==> config.mk <==
export PLATFORM = sky130hd
export DESIGN_NAME = imem_load_ctrl
export DESIGN_NICKNAME = d
export VERILOG_FILES = /design/src/rtl/imem_pkg.sv /design/src/rtl/imem_byte_serializer.sv /design/src/rtl/imem_load_ctrl.sv
export SDC_FILE = /design/constraint.sdc
export NUM_CORES = 1
export LEC_CHECK = 0
export ABC_AREA = 1
export BUFFER_PORTS_ARGS = -buffer_cell sky130_fd_sc_hd__buf_2
export CAP_MARGIN = 25
export CORE_ASPECT_RATIO = 2
export CORE_MARGIN = 5
export CORE_UTILIZATION = 40
export CTS_CLUSTER_DIAMETER = 30
export DETAILED_ROUTE_END_ITERATION = 7
export SLEW_MARGIN = 20
export SYNTH_ARGS = -nofsm -noshare
export SYNTH_HDL_FRONTEND = slang
export SYNTH_SLANG_ARGS = --single-unit
==> constraint.sdc <==
create_clock -name CLK -period 1.9 [get_ports CLK]
set_input_delay 0.38 -clock CLK [delete_from_list [all_inputs] [get_ports CLK]]
set_output_delay 0.38 -clock CLK [all_outputs]
set_load 0.02 [all_outputs]
==> src/rtl/imem_pkg.sv <==
// Shared constants and FSM state encoding for the instruction-memory loader.
// State values are plain localparams so older tools can consume the package.
package imem_pkg;

    localparam int MEM_BYTES_DEF = 256;
    localparam int ADDR_W_DEF    = 8;
    localparam int WORD_BYTES    = 4;

    typedef logic [2:0] imem_state_t;

    localparam imem_state_t IDLE = 3'd0;
    localparam imem_state_t WAIT = 3'd1;
    localparam imem_state_t B0   = 3'd2;
    localparam imem_state_t B1   = 3'd3;
    localparam imem_state_t B2   = 3'd4;
    localparam imem_state_t B3   = 3'd5;
    localparam imem_state_t FIN  = 3'd6;

endpackage

==> src/rtl/imem_byte_serializer.sv <==
// Splits a latched 32-bit word into four consecutive byte writes, LSB first,
// at ascending addresses; o_done marks the cycle carrying the last byte.
module imem_byte_serializer
    import imem_pkg::*;
#(
    parameter int ADDR_W = ADDR_W_DEF
) (
    input  logic              i_clk,
    input  logic              i_rst_n,
    input  logic              i_start,
    input  logic [31:0]       i_word,
    input  logic [ADDR_W:0]   i_base,
    output logic              o_we,
    output logic [ADDR_W:0]   o_addr,
    output logic [7:0]        o_wdata,
    output logic              o_done
);

    logic [31:0]     r_word;
    logic [1:0]      r_idx;
    logic            r_we;
    logic [ADDR_W:0] r_addr;
    logic [7:0]      r_wdata;
    logic [1:0]      w_idx_nxt;
    logic [7:0]      w_byte_nxt;

    assign w_idx_nxt = r_idx + 2'd1;

    always_comb begin
        w_byte_nxt = r_word[7:0];
        case (w_idx_nxt)
            2'd1:    w_byte_nxt = r_word[15:8];
            2'd2:    w_byte_nxt = r_word[23:16];
            2'd3:    w_byte_nxt = r_word[31:24];
            default: w_byte_nxt = r_word[7:0];
        endcase
    end

    // Reset drops r_we immediately, so a half-written word is abandoned.
    always_ff @(posedge i_clk) begin
        if (!i_rst_n) begin
            r_word  <= '0;
            r_idx   <= '0;
            r_we    <= 1'b0;
            r_addr  <= '0;
            r_wdata <= '0;
        end else if (i_start) begin
            r_word  <= i_word;
            r_idx   <= '0;
            r_we    <= 1'b1;
            r_addr  <= i_base;
            r_wdata <= i_word[7:0];
        end else if (r_we) begin
            if (r_idx == 2'd3) begin
                r_we <= 1'b0;
            end else begin
                r_idx   <= w_idx_nxt;
                r_addr  <= r_addr + (ADDR_W+1)'(1);
                r_wdata <= w_byte_nxt;
            end
        end
    end

    assign o_we    = r_we;
    assign o_addr  = r_addr;
    assign o_wdata = r_wdata;
    assign o_done  = r_we && (r_idx == 2'd3);

endmodule

==> src/rtl/imem_load_ctrl.sv <==
// Program loader and fetch/load arbiter for the byte-wide instruction memory.
// Optional running XOR checksum output enabled by IMEM_LOAD_CSUM_EN.
module imem_load_ctrl
    import imem_pkg::*;
#(
    parameter int MEM_BYTES = MEM_BYTES_DEF,
    parameter int ADDR_W    = ADDR_W_DEF,
    parameter int BASE_ADDR = 0
) (
    input  logic              CLK,
    input  logic              RST_N,
    input  logic              load_start,
    input  logic              load_last,
    input  logic              load_valid,
    input  logic [31:0]       load_data,
    output logic              load_ready,
    input  logic [31:0]       pc,
    output logic [31:0]       mem_addr,
    output logic              mem_we,
    output logic [7:0]        mem_wdata,
    output logic              cpu_stall,
    output logic              load_done,
    output logic              load_ovf,
`ifdef IMEM_LOAD_CSUM_EN
    output logic [31:0]       load_csum,
`endif
    output logic [ADDR_W-2:0] word_count
);

    // Pointer is one bit wider than the address so "full" is distinct from 0.
    localparam logic [ADDR_W:0] PTR_FULL = (ADDR_W+1)'(MEM_BYTES);
    localparam logic [ADDR_W:0] PTR_BASE = (ADDR_W+1)'(BASE_ADDR);
    localparam logic [ADDR_W:0] PTR_STEP = (ADDR_W+1)'(WORD_BYTES);

    imem_state_t       r_state;
    imem_state_t       w_state_nxt;
    logic [ADDR_W:0]   r_ptr;
    logic              r_last;
    logic [ADDR_W-2:0] r_word_count;
    logic              r_load_ovf;
    logic              r_load_ready;
    logic              r_cpu_stall;
    logic              r_load_done;
    logic              w_hs;
    logic              w_full;
    logic              w_ser_start;
    logic              w_ser_we;
    logic [ADDR_W:0]   w_ser_addr;
    logic [7:0]        w_ser_wdata;
    logic              w_ser_done;

    assign w_hs        = r_load_ready && load_valid;
    assign w_full      = (r_ptr == PTR_FULL);
    assign w_ser_start = w_hs && !w_full;

    always_comb begin
        w_state_nxt = r_state;
        case (r_state)
            IDLE:    if (load_start) w_state_nxt = WAIT;
            WAIT:    if (w_hs) w_state_nxt = w_full ? FIN : B0;
            B0:      w_state_nxt = B1;
            B1:      w_state_nxt = B2;
            B2:      w_state_nxt = B3;
            B3:      if (w_ser_done) w_state_nxt = r_last ? FIN : WAIT;
            FIN:     w_state_nxt = IDLE;
            default: w_state_nxt = IDLE;
        endcase
    end

    always_ff @(posedge CLK) begin
        if (!RST_N) begin
            r_state      <= IDLE;
            r_ptr        <= PTR_BASE;
            r_last       <= 1'b0;
            r_word_count <= '0;
            r_load_ovf   <= 1'b0;
            r_load_ready <= 1'b0;
            r_cpu_stall  <= 1'b0;
            r_load_done  <= 1'b0;
        end else begin
            r_state      <= w_state_nxt;
            r_load_ready <= (w_state_nxt == WAIT);
            r_cpu_stall  <= (w_state_nxt != IDLE);
            r_load_done  <= (w_state_nxt == FIN);
            if (r_state == IDLE && load_start) begin
                r_ptr        <= PTR_BASE;
                r_word_count <= '0;
                r_load_ovf   <= 1'b0;
            end else if (w_hs) begin
                r_last <= load_last;
                if (w_full) r_load_ovf <= 1'b1;
            end else if (r_state == B3 && w_ser_done) begin
                r_ptr        <= r_ptr + PTR_STEP;
                r_word_count <= r_word_count + (ADDR_W-1)'(1);
            end
        end
    end

    imem_byte_serializer #(
        .ADDR_W (ADDR_W)
    ) u_ser (
        .i_clk   (CLK),
        .i_rst_n (RST_N),
        .i_start (w_ser_start),
        .i_word  (load_data),
        .i_base  (r_ptr),
        .o_we    (w_ser_we),
        .o_addr  (w_ser_addr),
        .o_wdata (w_ser_wdata),
        .o_done  (w_ser_done)
    );

    // The CPU owns the address port whenever no session is running.
    always_comb begin
        if (r_state == IDLE) mem_addr = pc;
        else                 mem_addr = 32'(w_ser_addr);
    end

    assign mem_we     = w_ser_we;
    assign mem_wdata  = w_ser_wdata;
    assign load_ready = r_load_ready;
    assign cpu_stall  = r_cpu_stall;
    assign load_done  = r_load_done;
    assign load_ovf   = r_load_ovf;
    assign word_count = r_word_count;

`ifdef IMEM_LOAD_CSUM_EN
    logic [31:0] r_csum;

    always_ff @(posedge CLK) begin
        if (!RST_N) begin
            r_csum <= '0;
        end else if (r_state == IDLE && load_start) begin
            r_csum <= '0;
        end else if (w_hs) begin
            r_csum <= r_csum ^ load_data;
        end
    end

    assign load_csum = r_csum;
`endif

endmodule
== Word level (Yosys, flattened, before mapping) ==
Index checks and enable logic that the tools add are counted.

* Add/sub/neg operators: 4
* $mul: 0
* Div/mod/pow operators: 0
* $lt $le $gt $ge: 0
* Equality and inequality tests: 13
* Shift-type cells: 0
* Mux-type cells: 17
* Bitwise logic cells: 4
* Reduce and logical (&&, ||, !) cells: 16

{| class="wikitable"
|+ Operator list
! operator !! count
|-
| $mux 32 || 1
|-
| $mux 9 || 3
|-
| $mux 8 || 3
|-
| $pmux 8 s3 || 1
|-
| $pmux 3 s6 || 1
|-
| $mux 3 || 5
|-
| $reduce_and 2->1 || 5
|-
| $add 9x1->9 const B || 1
|-
| $add 9x3->9 const B || 1
|-
| $eq 3x3->1 const B || 3
|-
| $eq 9x9->1 const B || 1
|-
| $add 7x1->7 const B || 1
|-
| $eq 2x2->1 const B || 3
|-
| $eq 3x1->1 const B || 2
|-
| $eq 3x2->1 const B || 2
|-
| $logic_and 1x1->1 || 5
|-
| $not 1->1 || 4
|-
| $reduce_or 2->1 || 2
|-
| $logic_not 3->1 || 1
|-
| $mux 1 || 3
|-
| $reduce_bool 3->1 || 1
|-
| $add 2x1->2 const B || 1
|-
| $eq 2x1->1 const B || 1
|-
| $ne 2x1->1 const B || 1
|-
| other kinds (2) || 2
|}

* Register bits after elaboration: 76
* Latch bits: 0
* Bits in writable memories: 0
* Memory bits (read-only): 0
* Input port bits: 69
* Memories: 0

== Logic depth before layout (Yosys ltp) ==
Gate-level depths: netlist of the first run.

* Depth after elaboration: 6
* Mapped depth: 12
* Depth with buffers taken out: 11

== Cells and area by module ==
Synthesis of the first run repeated with hierarchy kept, for this count alone.

* Cell total of the unflattened synthesis: 589
* Area total of the unflattened synthesis: 3809.9 um^2

{| class="wikitable"
|+ By module, submodules not included
! module !! instances !! cells an instance !! area each (um^2) !! sequential area each (um^2)
|-
| imem_byte_serializer || 1 || 340 || 2392.3 || 1041.0
|-
| imem_load_ctrl || 1 || 249 || 1417.6 || 440.4
|}

== Worst setup path before layout of the first run ==
OpenSTA, ideal clock, no wires.

* Kind: register to output
* Start: register r_state[0]
* End: output mem_addr[11]
* Arrival time: 1.267 ns
* Path slack: 0.253 ns
* Stages on the path, launching flop included: 5
* Path buffers: 1
* Cells stage by stage: dfxtp_1 > nor3_4 > inv_2 > clkbuf_1 > nor2_1

* Cells in the longest elaborated chain, start to end: 2

{| class="wikitable"
|+ Ends and longest elaborated chain
! item !! RTL line !! source
|-
| start, declared || imem_load_ctrl.sv:35 || <nowiki>imem_state_t r_state;</nowiki>
|-
| start signal, assigned || imem_load_ctrl.sv:81 || <nowiki>r_state <= w_state_nxt;</nowiki>
|-
| $logic_not 3->1 || imem_load_ctrl.sv:115 || <nowiki>if (r_state == IDLE) mem_addr = pc;</nowiki>
|-
| $mux 32 || imem_load_ctrl.sv:115 ||
|-
| end, declared || imem_load_ctrl.sv:18 || <nowiki>output logic [31:0] mem_addr,</nowiki>
|}

Every way passes these cells.

== Worst setup path after layout of the first run ==
* Start: register r_state[0]
* End: output mem_addr[6]

The elaborated chain is that of the path after synthesis.

==> metrics.md, run 1 <==
| Metric | Value |
|---|---|
| CP peak stage delay | approximately 0.36 ns |
| Crit. End Element | output pin |
| Final Max Slew Viols | 0 |
| Rel. slew slack | 77.4% |
| CTS buffer count | 9 |
| Setup crit start kind | flip-flop |
| Die X | 80.0 um |
| Worst path slowest cell | dfxtp_4 |
| Tmin final | 1.85 ns |
| Syn-to-layout area delta | 27.9% |
| Met2 Track Usage GR | roughly two fifths |
| Clock buffer depth | 2 |
| Final hold vios | 0 |
| CP Cell Sequence | nor3_4 -> buf_6 -> buf_6 -> nand2_1 -> o21ai_0 -> buf_2 |
| Cell area after synthesis | 0.00392 mm2 |
| Final net count | ~800 |
| RSZ-0062 raised after global routing | no |
| CTS root buffer | clkbuf_16 |
| FF+latch count, synth | 74 |
| Syn Inst Count | 598 |
| Netlist cell types | 33 |
| Post-synth top area cell | dfxtp_1 |
| Leak pwr | 2.48 nW |
| Initial core utilization | between 40% and 50% |
| Power share of the combinational group | 20.4% |
| Initial antenna violation count | 1 |
| Data required time of the worst path | 1.52 ns |
| Max-Cap Viols | 0 |
| Die height | 150 um |
| Most used DFF post-synth | dfxtp_1 |
| Skew-Pair Late Insertion Delay | 0.34 ns |
| Flop pwr share | 39.8% |
| IO Count | 121 |
| CTS tree | built |
| Synth Warn # | 0 |
| Pre-CTS WS | 0.243 ns |
| Routed wire length | 12.2 mm |
| Top-count cell post-synth | nand2_1 |
| M1 GR Usage | 19.6% |
| Pre-Repair DR Iteration Count | 4 |
| Top cells by area, synth | dfxtp_1 38%, nand2_1 12%, nor2_1 10% |
| HPWL Detailed | 9.68 mm |
| Fmax | 0.541 GHz |
| GRT Resource Usage Total | around 21% |
| Largest net degree at the start of global routing | 27 |
| DRC | 0 |
| Internal | 3.06 mW |
| Run status | completed |
| Maximum VDD drop | between 0.5 and 0.6 mV |
| Min-Delay Path Class | in -> reg |
| Final setup fails | 0 |
| Global-route wire length before repair | 19.2 mm |
| Sw power | 1.26 mW |
| Initial DRC Count | around 170 |
| Met3 Resource Use GR | 3.86% |
| Setup tns final | 0 ns |
| GRT busiest layer | met2 |
| EDFF count, synth | 0 |
| Core area | 0.00970 mm2 |
| Most Frequent Cell on Critical Path | buf_6 |
| CP Max Fanout | 8 |
| Final WS setup | 0.0506 ns |
| Antenna Cells | 0 |
| Sw frac | 29.1% |
| Tightest Pin Transition | 0.335 ns |
| Synth top cells by count | 128 x nand2_1, 109 x nor2_1, 80 x inv_1 |
| PwrDens | 860 mW/mm2 |
| Mapped Nets | between 600 and 700 |
| WS Path Type | reg -> out |
| Layout cells sized above 1 | between 20% and 30% |
| Seq/Total Area, Yosys | 37.8% |
| Avg WL per Cell | 14.1 um |
| Post-route ant nets | 0 |
| Vias | a little over 4k |
| PortBufs | 120 |
| Top cell type's share of synthesized area | 37.8% |
| WHS | slightly below 0.3 ns |
| Clock Skews | 0.00583 ns |
| Design Power | around 4.3 mW |
| H-tree depth | 3 |
| Final GP Congestion | 0.874 |
| Ys async rst share | 0% |
| Crit path arrival time | 1.47 ns |
| Number of global-route vias before repair | slightly above 4k |
| Num rows | 51 |
| Clk slew on worst S/H paths | 0.06 ns |
| Vias per inst | 4.76 |
| CTS sink cnt | 74 |
| Syn avg cell area | 6.56 um2 |
| DIE AREA | 0.0120 mm2 |
| Grt total ovfl | 0 |
| Clock share of power | 39.8% |
| Final Cycle Share | 97.3% |
-- registers in the layout, summed over array words and instances, names as in the netlist, 2 cells and up --
register and flops:
r_state 3, u_ser.o_wdata 8, word_count 7, r_ptr 7
u_ser.o_addr 9, u_ser.r_word 32, u_ser.r_idx 2
-- final timing paths --
path	from	to	slack (ns)	cells past startpoint
setup reg to reg	u_ser.r_idx[0]	u_ser.o_addr[8]	0.26	10
hold reg to reg	u_ser.r_word[19]	u_ser.r_word[19]	0.45	2
hold / removal	load_data[31]	u_ser.r_word[31]	0.30	3
setup / recovery	r_state[0]	mem_addr[6]	0.05	6
-- final cells by class --
cell class | instances | area (um2)
Fill cell | 1057 | 4680
Multi-Input combinational cell | 414 | 1950
Sequential cell | 74 | 1490
Timing Repair Buffer | 141 | 783
Inverter | 85 | 327
Clock buffer | 11 | 253
Tap cell | 132 | 165
Clock inverter | 5 | 52.6
-- layer usage --
layer  part of all wire, %  vias up  wire length [um]
met1                    35     1850              4260
li1                      -     2121                 -
met2                    57      100              6900
met5                 0.057        -                 7
met3                   3.7       33               445
met4                   4.7        2               573
-- cell families after synthesis --
family | Yosys count | synth area share (%)
AOI/OAI and AO/OA | 94 | 12.5
xor gates and xnor gates | 2 | 0.447
adders and majority gates | 9 | 2.87
buffers and inverters | 110 | 12.6
DFF | 74 | 37.8
and+or+nand+nor | 309 | 33.9
-- worst max-delay path: cells and delay by family, from the launching register on --
family / cells / cell delay, ns
AOI/OAI and AO/OA: 1 / 0.08
buffers and inverters: 3 / 0.46
DFF: 1 / 0.36
and+or+nand+nor: 2 / 0.23
-- repair_timing --
action,in CTS,in global routing
endpoints found under the setup margin,32,32
pin swaps,1,1
setup buffers,1,1
gates resized for setup,0,14
cloned,0,1
hold buffers,0,0
-- stage by stage --
stage / instances / area (um2) / util, %
2_1_floorplan: 598 / 3920 / -
3_3_place_gp: 843 / 4660 / 48.1
3_5_place_dp: 843 / 4660 / 48.1
4_1_cts: 860 / 4980 / 51.3
5_1_grt: 862 / 5020 / 51.7
6_report: 862 / 5020 / 51.7
-- power groups by stage --
stage / clock [mW] / combinational, mW / sequential, mW
after floorplan: 0 / 0.533 / 1.77
after global placement: 0 / 0.847 / 1.75
after detailed placement: 0 / 0.856 / 1.75
after CTS: 1.76 / 0.862 / 1.72
after global routing: 1.82 / 0.976 / 1.73
final: 1.72 / 0.881 / 1.72
-- cell usage in the layout, fill, tap and decap left out, types with 3 or more instances in the layout --
master     synthesis  routed
buf_4              3      20
nor2_2            13      13
a21oi_1           23      23
inv_1             80      80
o21ai_0           52      50
inv_2              4       3
clkinv_2           0       3
nor2_1           109     109
nand3_1           44      44
o21ai_1            8      10
clkbuf_16          0       9
dfxtp_1           74      71
o22ai_1            8       8
buf_2              7     118
ha_1               9       9
nor3_1             4       4
nand2_1          128     128
No activity file was read; power rests on OpenSTA's default activity.
==> run 2, diff against run 1 <==
- BUFFER_PORTS_ARGS: -buffer_cell sky130_fd_sc_hd__buf_2 -> -buffer_cell sky130_fd_sc_hd__clkbuf_2
==> run 2 against run 1 <==
Compared with the run above: global-route usage down 0.45 points; combinational power grew 2.4%; clock skew shrank 0.0010 ns; highest routed layer is now met4; via count fell by 0.44%; power decreased by 3.1%; largest cell class unchanged; sequential share of layout area increased by 0.20 points; worst setup slack better by 0.011 ns; wire length down 4.6%; non-clock buffer count is 1 lower.
==> metrics.md, run 2 (same netlist as run 1, synthesis figures left out) <==
| Metric | Value |
|---|---|
| Run status | completed |
| R2R Setup Slk | 0.25 ns |
| CP Max Fanout | 8 |
| Leak pwr | 2.46 nW |
| Skew-Pair Late Insertion Delay | around 0.34 ns |
| DIE AREA | approximately 0.012 mm2 |
| Num rows | 51 |
| Leading cell type in the layout, fill and taps excluded | nand2_1 |
| Clock Skews | 0.00479 ns |
| Final core occ | 51.5% |
| Tightest Pin Transition | around 0.36 ns |
| Number of global-route vias before repair | 4152 |
| Die height | approximately 150 um |
| Syn-to-layout area delta | 27.2% |
| Flop pwr share | roughly 40% |
| Clock share of power | ~38% |
| Grt total ovfl | 0 |
| Final Max Slew Viols | 0 |
| Setup crit start kind | flip-flop |
| Vias per inst | roughly 4.8 |
| CTS buffer count | 9 |
| Routed wire length | 11.6 mm |
| Max reg flops | 32 |
| Final setup fails | 0 |
| Final GP Congestion | between 0.8 and 0.9 |
| DRC | 0 |
| CP Cell Sequence | nor3_4 -> buf_6 -> buf_8 -> nand2_1 -> o21ai_1 -> buf_4 |
| RSZ-0062 raised after global routing | yes |
| Global-route wire length before repair | 19.1 mm |
| GRT Resource Usage Total | 20.2% |
| H-tree depth | 3 |
| Hold path cells | 3 |
| Max-Cap Viols | 0 |
| Layout cells sized above 1 | 25.1% |
| Initial antenna violation count | 0 |
| Fmax | approximately 0.54 GHz |
| Maximum VDD drop | just under 0.6 mV |
| Clock buffer depth | 2 |
| Clk slew on worst S/H paths | 0.05 ns |
| Initial DRC Count | 182 |
| HPWL Detailed | 9.23 mm |
| Avg WL per Cell | 13.5 um |
| CP peak stage delay | 0.36 ns |
| Crit. End Element | output pin |
| CTS tree | built |
| PortBufs | between 100 and 150 |
| Final Cycle Share | 96.8% |
| Worst Reg-to-Reg Cells | 7 |
| CTS sink cnt | 74 |
| Core area | a little under 0.01 mm2 |
| Pre-Repair DR Iteration Count | 4 |
| Crit path arrival time | between 1 and 1.5 ns |
| Most frequent cells in the layout | 128 x nand2_1, 109 x nor2_1, 109 x clkbuf_2, 80 x inv_1, 71 x dfxtp_1 |
| PwrDens | 837 mW/mm2 |
| Final net count | 802 |
| Final hold vios | 0 |
| Min-Delay Path Class | in -> reg |
| Fin cells | 860 |
| WS Path Type | reg -> out |
| Vias | roughly 4.1k |
| Largest net degree at the start of global routing | 32 |
| IO Count | 121 |
| Worst path slowest cell | dfxtp_4 |
| Power share of the combinational group | a little over a fifth |
| Antenna Cells | 0 |
| Internal | 2.93 mW |
| Sw frac | around 30% |
| Sw power | 1.25 mW |
| Cell total after placement | 840 |
| CTS root buffer | clkbuf_16 |
| Tmin final | 1.84 ns |
| Largest Register | u_ser.r_word |
| Rel. slew slack | 76.1% |
| Initial core utilization | 40.4% |
| Data required time of the worst path | 1.52 ns |
| Die X | 80.0 um |
| Post-route ant nets | 0 |
[run 2: changes by cell type in the layout (fill, tap and decap cells not counted), sizes merged]
cell,change
clkbuf,+111
clkinvlp,-1
bufinv,-1
buf,-111
[run 2: cell type report]
class                           count  area [um2]
Fill cell                        1029        4710
Multi-Input combinational cell    414        1950
Sequential cell                    74        1490
Timing Repair Buffer              140         792
Inverter                           85         324
Clock buffer                       12         256
Tap cell                          132         165
Clock inverter                      3        15.0
[run 2: path summary, 6_finish.rpt]
| path | start | endpoint |
|---|---|---|
| setup / recovery | r_state[2] | mem_addr[4] |
| hold / removal | load_data[29] | u_ser.r_word[29] |
| setup reg to reg | u_ser.r_idx[0] | u_ser.o_wdata[3] |
| hold reg to reg | u_ser.r_word[20] | u_ser.r_word[20] |
[run 2: critical path, delay by kind of cell (launching register included)]
kind / cells / cell delay [ns]
flip-flops: 1 / 0.36
AO/OA/AOI/OAI: 1 / 0.10
buffers and inverters: 3 / 0.45
AND/OR/NAND/NOR: 2 / 0.21
[run 2: metrics by stage]
stage | power, mW | area [um2] | hold slack [ns] | worst slack (ns) | setup TNS [ns]
detailed placement | 2.60 | 4630 | 0.443 | 0.214 | 0
finish | 4.18 | 4990 | 0.302 | 0.0613 | 0
global placement | 2.58 | 4630 | 0.439 | 0.275 | 0
CTS | 4.19 | 4930 | 0.296 | 0.00873 | 0
floorplan | 2.30 | 3920 | 0.425 | 0.253 | 0
global route | 4.38 | 4990 | 0.332 | -0.00628 | -0.0135
[run 2: metal layers]
metal	GRT usage, %	up-vias	routed length, um
met5	0	-	0
met4	10.4	0	417
met3	3.73	25	420
met2	37.7	76	6410
met1	20.7	1871	4370
li1	-	2116	-
[run 2: timing repair]
action / 4_1_cts / 5_1_grt
resized for setup: 6 / 23
hold buffers: 0 / 0
hold endpoints to repair: 0 / 0
pin swaps: 1 / 1
setup buffers: 2 / 2
cloned: 0 / 1
endpoints found under the setup margin: 32 / 13
[run 2: power groups by stage]
stage	Sequential, mW	Combinational [mW]	Clock [mW]
after detailed placement	1.75	0.852	0
final	1.71	0.902	1.57
after CTS	1.71	0.874	1.60
after global placement	1.74	0.839	0
after floorplan	1.77	0.533	0
after global routing	1.72	0.999	1.66
==> run 3, diff against run 2 <==
- CORE_UTILIZATION: 40 -> 51
- PLACE_DENSITY: default -> 0.8
- SYNTH_HIERARCHICAL: default -> 1
==> run 3 against run 2 <==
Compared with the run above: synthesized cell count shrank 1.5%; die area shrank 22%; critical path type unchanged; highest routed layer unchanged; first-iteration DRC count grew 18%; utilization up 15 points; register-to-register slack worse by 0.12 ns; final cell count fell by 6.6%; power grew 7.2%; sequential cell count is the same; critical endpoint is now mem_addr[28]; critical path depth down 1.
==> metrics.md, run 3 <==
| Metric | Value |
|---|---|
| Run status | completed |
| Crit path arrival time | 1.39 ns |
| Syn-to-layout area delta | 27.1% |
| Clock buffer depth | 2 |
| Leading cell type in the layout, fill and taps excluded | nand2_1 |
| Largest net degree at the start of global routing | 34 |
| Global-route wire length before repair | 16.9 mm |
| Worst path slowest cell | dfxtp_1 |
| Final hold vios | 0 |
| Cell area after synthesis | between 0.003 and 0.004 mm2 |
| Initial DRC Count | 215 |
| Fmax | 0.564 GHz |
| Most frequent cells in the layout | 123 x nand2_1, 120 x clkbuf_2, 111 x nor2_1, 75 x inv_1, 72 x dfxtp_1 |
| CTS root buffer | clkbuf_16 |
| Routed wire length | 10.3 mm |
| Synth top cells by count | 123 x nand2_1, 113 x nor2_1, 76 x inv_1 |
| Final setup fails | 0 |
| Core area | between 0.007 and 0.008 mm2 |
| Vias per inst | 5.00 |
| Num rows | 44 |
| Min-Delay Path Class | in -> reg |
| Ys async rst share | 0% |
| Synth Warn # | 6 |
| GRT Resource Usage Total | 22.2% |
| Avg WL per Cell | 12.9 um |
| Syn avg cell area | between 6 and 7 um2 |
| Buf/Inv on CP | 2 |
| Number of global-route vias before repair | about 3.8k |
| Grt total ovfl | 0 |
| DIE AREA | 0.00940 mm2 |
| Fillers | 652 |
| Tightest Pin Transition | between 0.5 and 0.6 ns |
| HPWL Detailed | roughly 8 mm |
| CTS buffer count | 9 |
| Multi-input gate area | approximately 0.0019 mm2 |
| Max reg flops | 32 |
| DRC | 0 |
| Clock Skews | 0.00753 ns |
| Maximum VDD drop | 0.868 mV |
| Vias | 4017 |
| CP peak stage delay | ~0.35 ns |
| Crit. End Element | output pin |
| CP Cell Sequence | nor2_2 -> nand2_4 -> buf_12 -> nor2_1 -> clkbuf_2 |
| WHS | 0.263 ns |
| PwrDens | 925 mW/mm2 |
| Die X | around 71 um |
| Top-count cell post-synth | nand2_1 |
| Final net count | 784 |
| Initial core utilization | 52.4% |
| Postcts setup bufs | 0 |
| Setup tns final | 0 ns |
| Most used DFF post-synth | dfxtp_1 |
| Pre-Repair DR Iteration Count | 5 |
| Antenna Cells | 0 |
| Die height | ~130 um |
| Layout cells sized above 1 | 23.3% |
| Top cells by area, synth | dfxtp_1 39%, nand2_1 12%, nor2_1 11% |
| Post-synth top area cell | dfxtp_1 |
| Tmin final | approximately 1.8 ns |
| H-tree depth | 3 |
| Final GP Congestion | ~0.92 |
| PortBufs | 120 |
| Top cell type's share of synthesized area | 38.9% |
| Final Cycle Share | 93.3% |
| Final Max Slew Viols | 0 |
| Rel. slew slack | 62.4% |
| Max-Cap Viols | 0 |
| Largest Register | u_ser/r_word |
| FF+latch area | 0.00148 mm2 |
| Instance area at placement | 0.00449 mm2 |
| Initial antenna violation count | 0 |
| FF+latch count, synth | 74 |
| EDFF count, synth | 0 |
| CTS tree | built |
| Seq/Total Area, Yosys | 38.9% |
| Data required time of the worst path | 1.52 ns |
| Crit path max-delay family | simple AND/OR/NAND/NOR gates |
| IO Count | 121 |
| Clk slew on worst S/H paths | 0.05 ns |
| Post-route ant nets | 0 |
| WS Path Type | reg -> out |
| Syn Inst Count | 589 |
| Post-route cell area | 0.00484 mm2 |
| Netlist cell types | 28 |
| CP Max Fanout | 33 |
| Setup crit start kind | flip-flop |
| Skew-Pair Late Insertion Delay | 0.34 ns |
| Leak pwr | roughly 2.4 nW |
| CTS sink cnt | 74 |
## run 3: layer usage
layer,vias up,track usage (%),routed length [um]
met1,1774,22.2,3750
met2,151,40.9,5590
met4,0,11.2,320
li1,2068,-,-
met3,24,5.80,687
met5,-,0,0
## run 3: layout make-up
| type | count | area share, % |
|---|---|---|
| Multi-Input combinational cell | 411 | 39.5 |
| Sequential cell | 74 | 30.6 |
| Timing Repair Buffer | 130 | 14.3 |
| Inverter | 80 | 6.23 |
| Clock buffer | 12 | 5.50 |
| Tap cell | 92 | 2.38 |
| Clock inverter | 4 | 1.50 |
## run 3: logic make-up after synthesis
| logic type | count (synthesis) | synth area share [%] |
|---|---|---|
| XOR/XNOR | 1 | 0.230 |
| flip-flops | 74 | 38.9 |
| AO/OA/AOI/OAI | 110 | 14.7 |
| buffers and inverters | 106 | 11.5 |
| AND/OR/NAND/NOR | 288 | 31.6 |
| adder cells (fa/ha/maj) | 9 | 2.96 |
| other | 1 | 0.0984 |
## run 3: worst register-to-register path, cell delays in order (launching register included)
cell	delay, ns
dfxtp_1	0.30
inv_1	0.09
ha_1	0.16
nand2_1	0.05
nor2_1	0.27
nor2_4	0.07
inv_1	0.14
nand2_4	0.14
inv_2	0.20
a21oi_1	0.07
a21oi_1	0.20
## run 3: path summary, 6_finish.rpt
check | startpoint | to | slack [ns] | depth (start not counted)
worst max-delay path | r_state[1] | mem_addr[28] | 0.13 | 5
worst min-delay path | load_data[20] | u_ser/r_word[20] | 0.26 | 3
worst max register to register | r_ptr[2] | u_ser/o_wdata[0] | 0.13 | 10
worst min register to register | u_ser/r_word[2] | u_ser/r_word[2] | 0.48 | 2
## run 3: report_power, final
group	switching, mW	total (mW)	internal (mW)
combinational	0.572	0.867	0.295
sequential	0.0705	1.73	1.66
clock	0.628	1.88	1.25
## run 3: what timing repair did
item	CTS	global route
pin swaps	0	1
gates cloned	0	1
setup endpoints to repair	3	42
resized for setup	1	6
hold endpoints to repair	0	0
hold buffers	0	0
## run 3: metrics by stage
step / cells / total power [mW] / setup slack, ns / util, %
final: 803 / 4.48 / 0.127 / 66.6
after global routing: 803 / 4.69 / -0.000895 / 66.6
after CTS: 802 / 4.51 / 0.0332 / 66.4
after detailed placement: 786 / 2.62 / 0.113 / 61.7
after global placement: 786 / 2.60 / 0.211 / 61.7
after floorplan: 590 / 2.31 / 0.361 / -
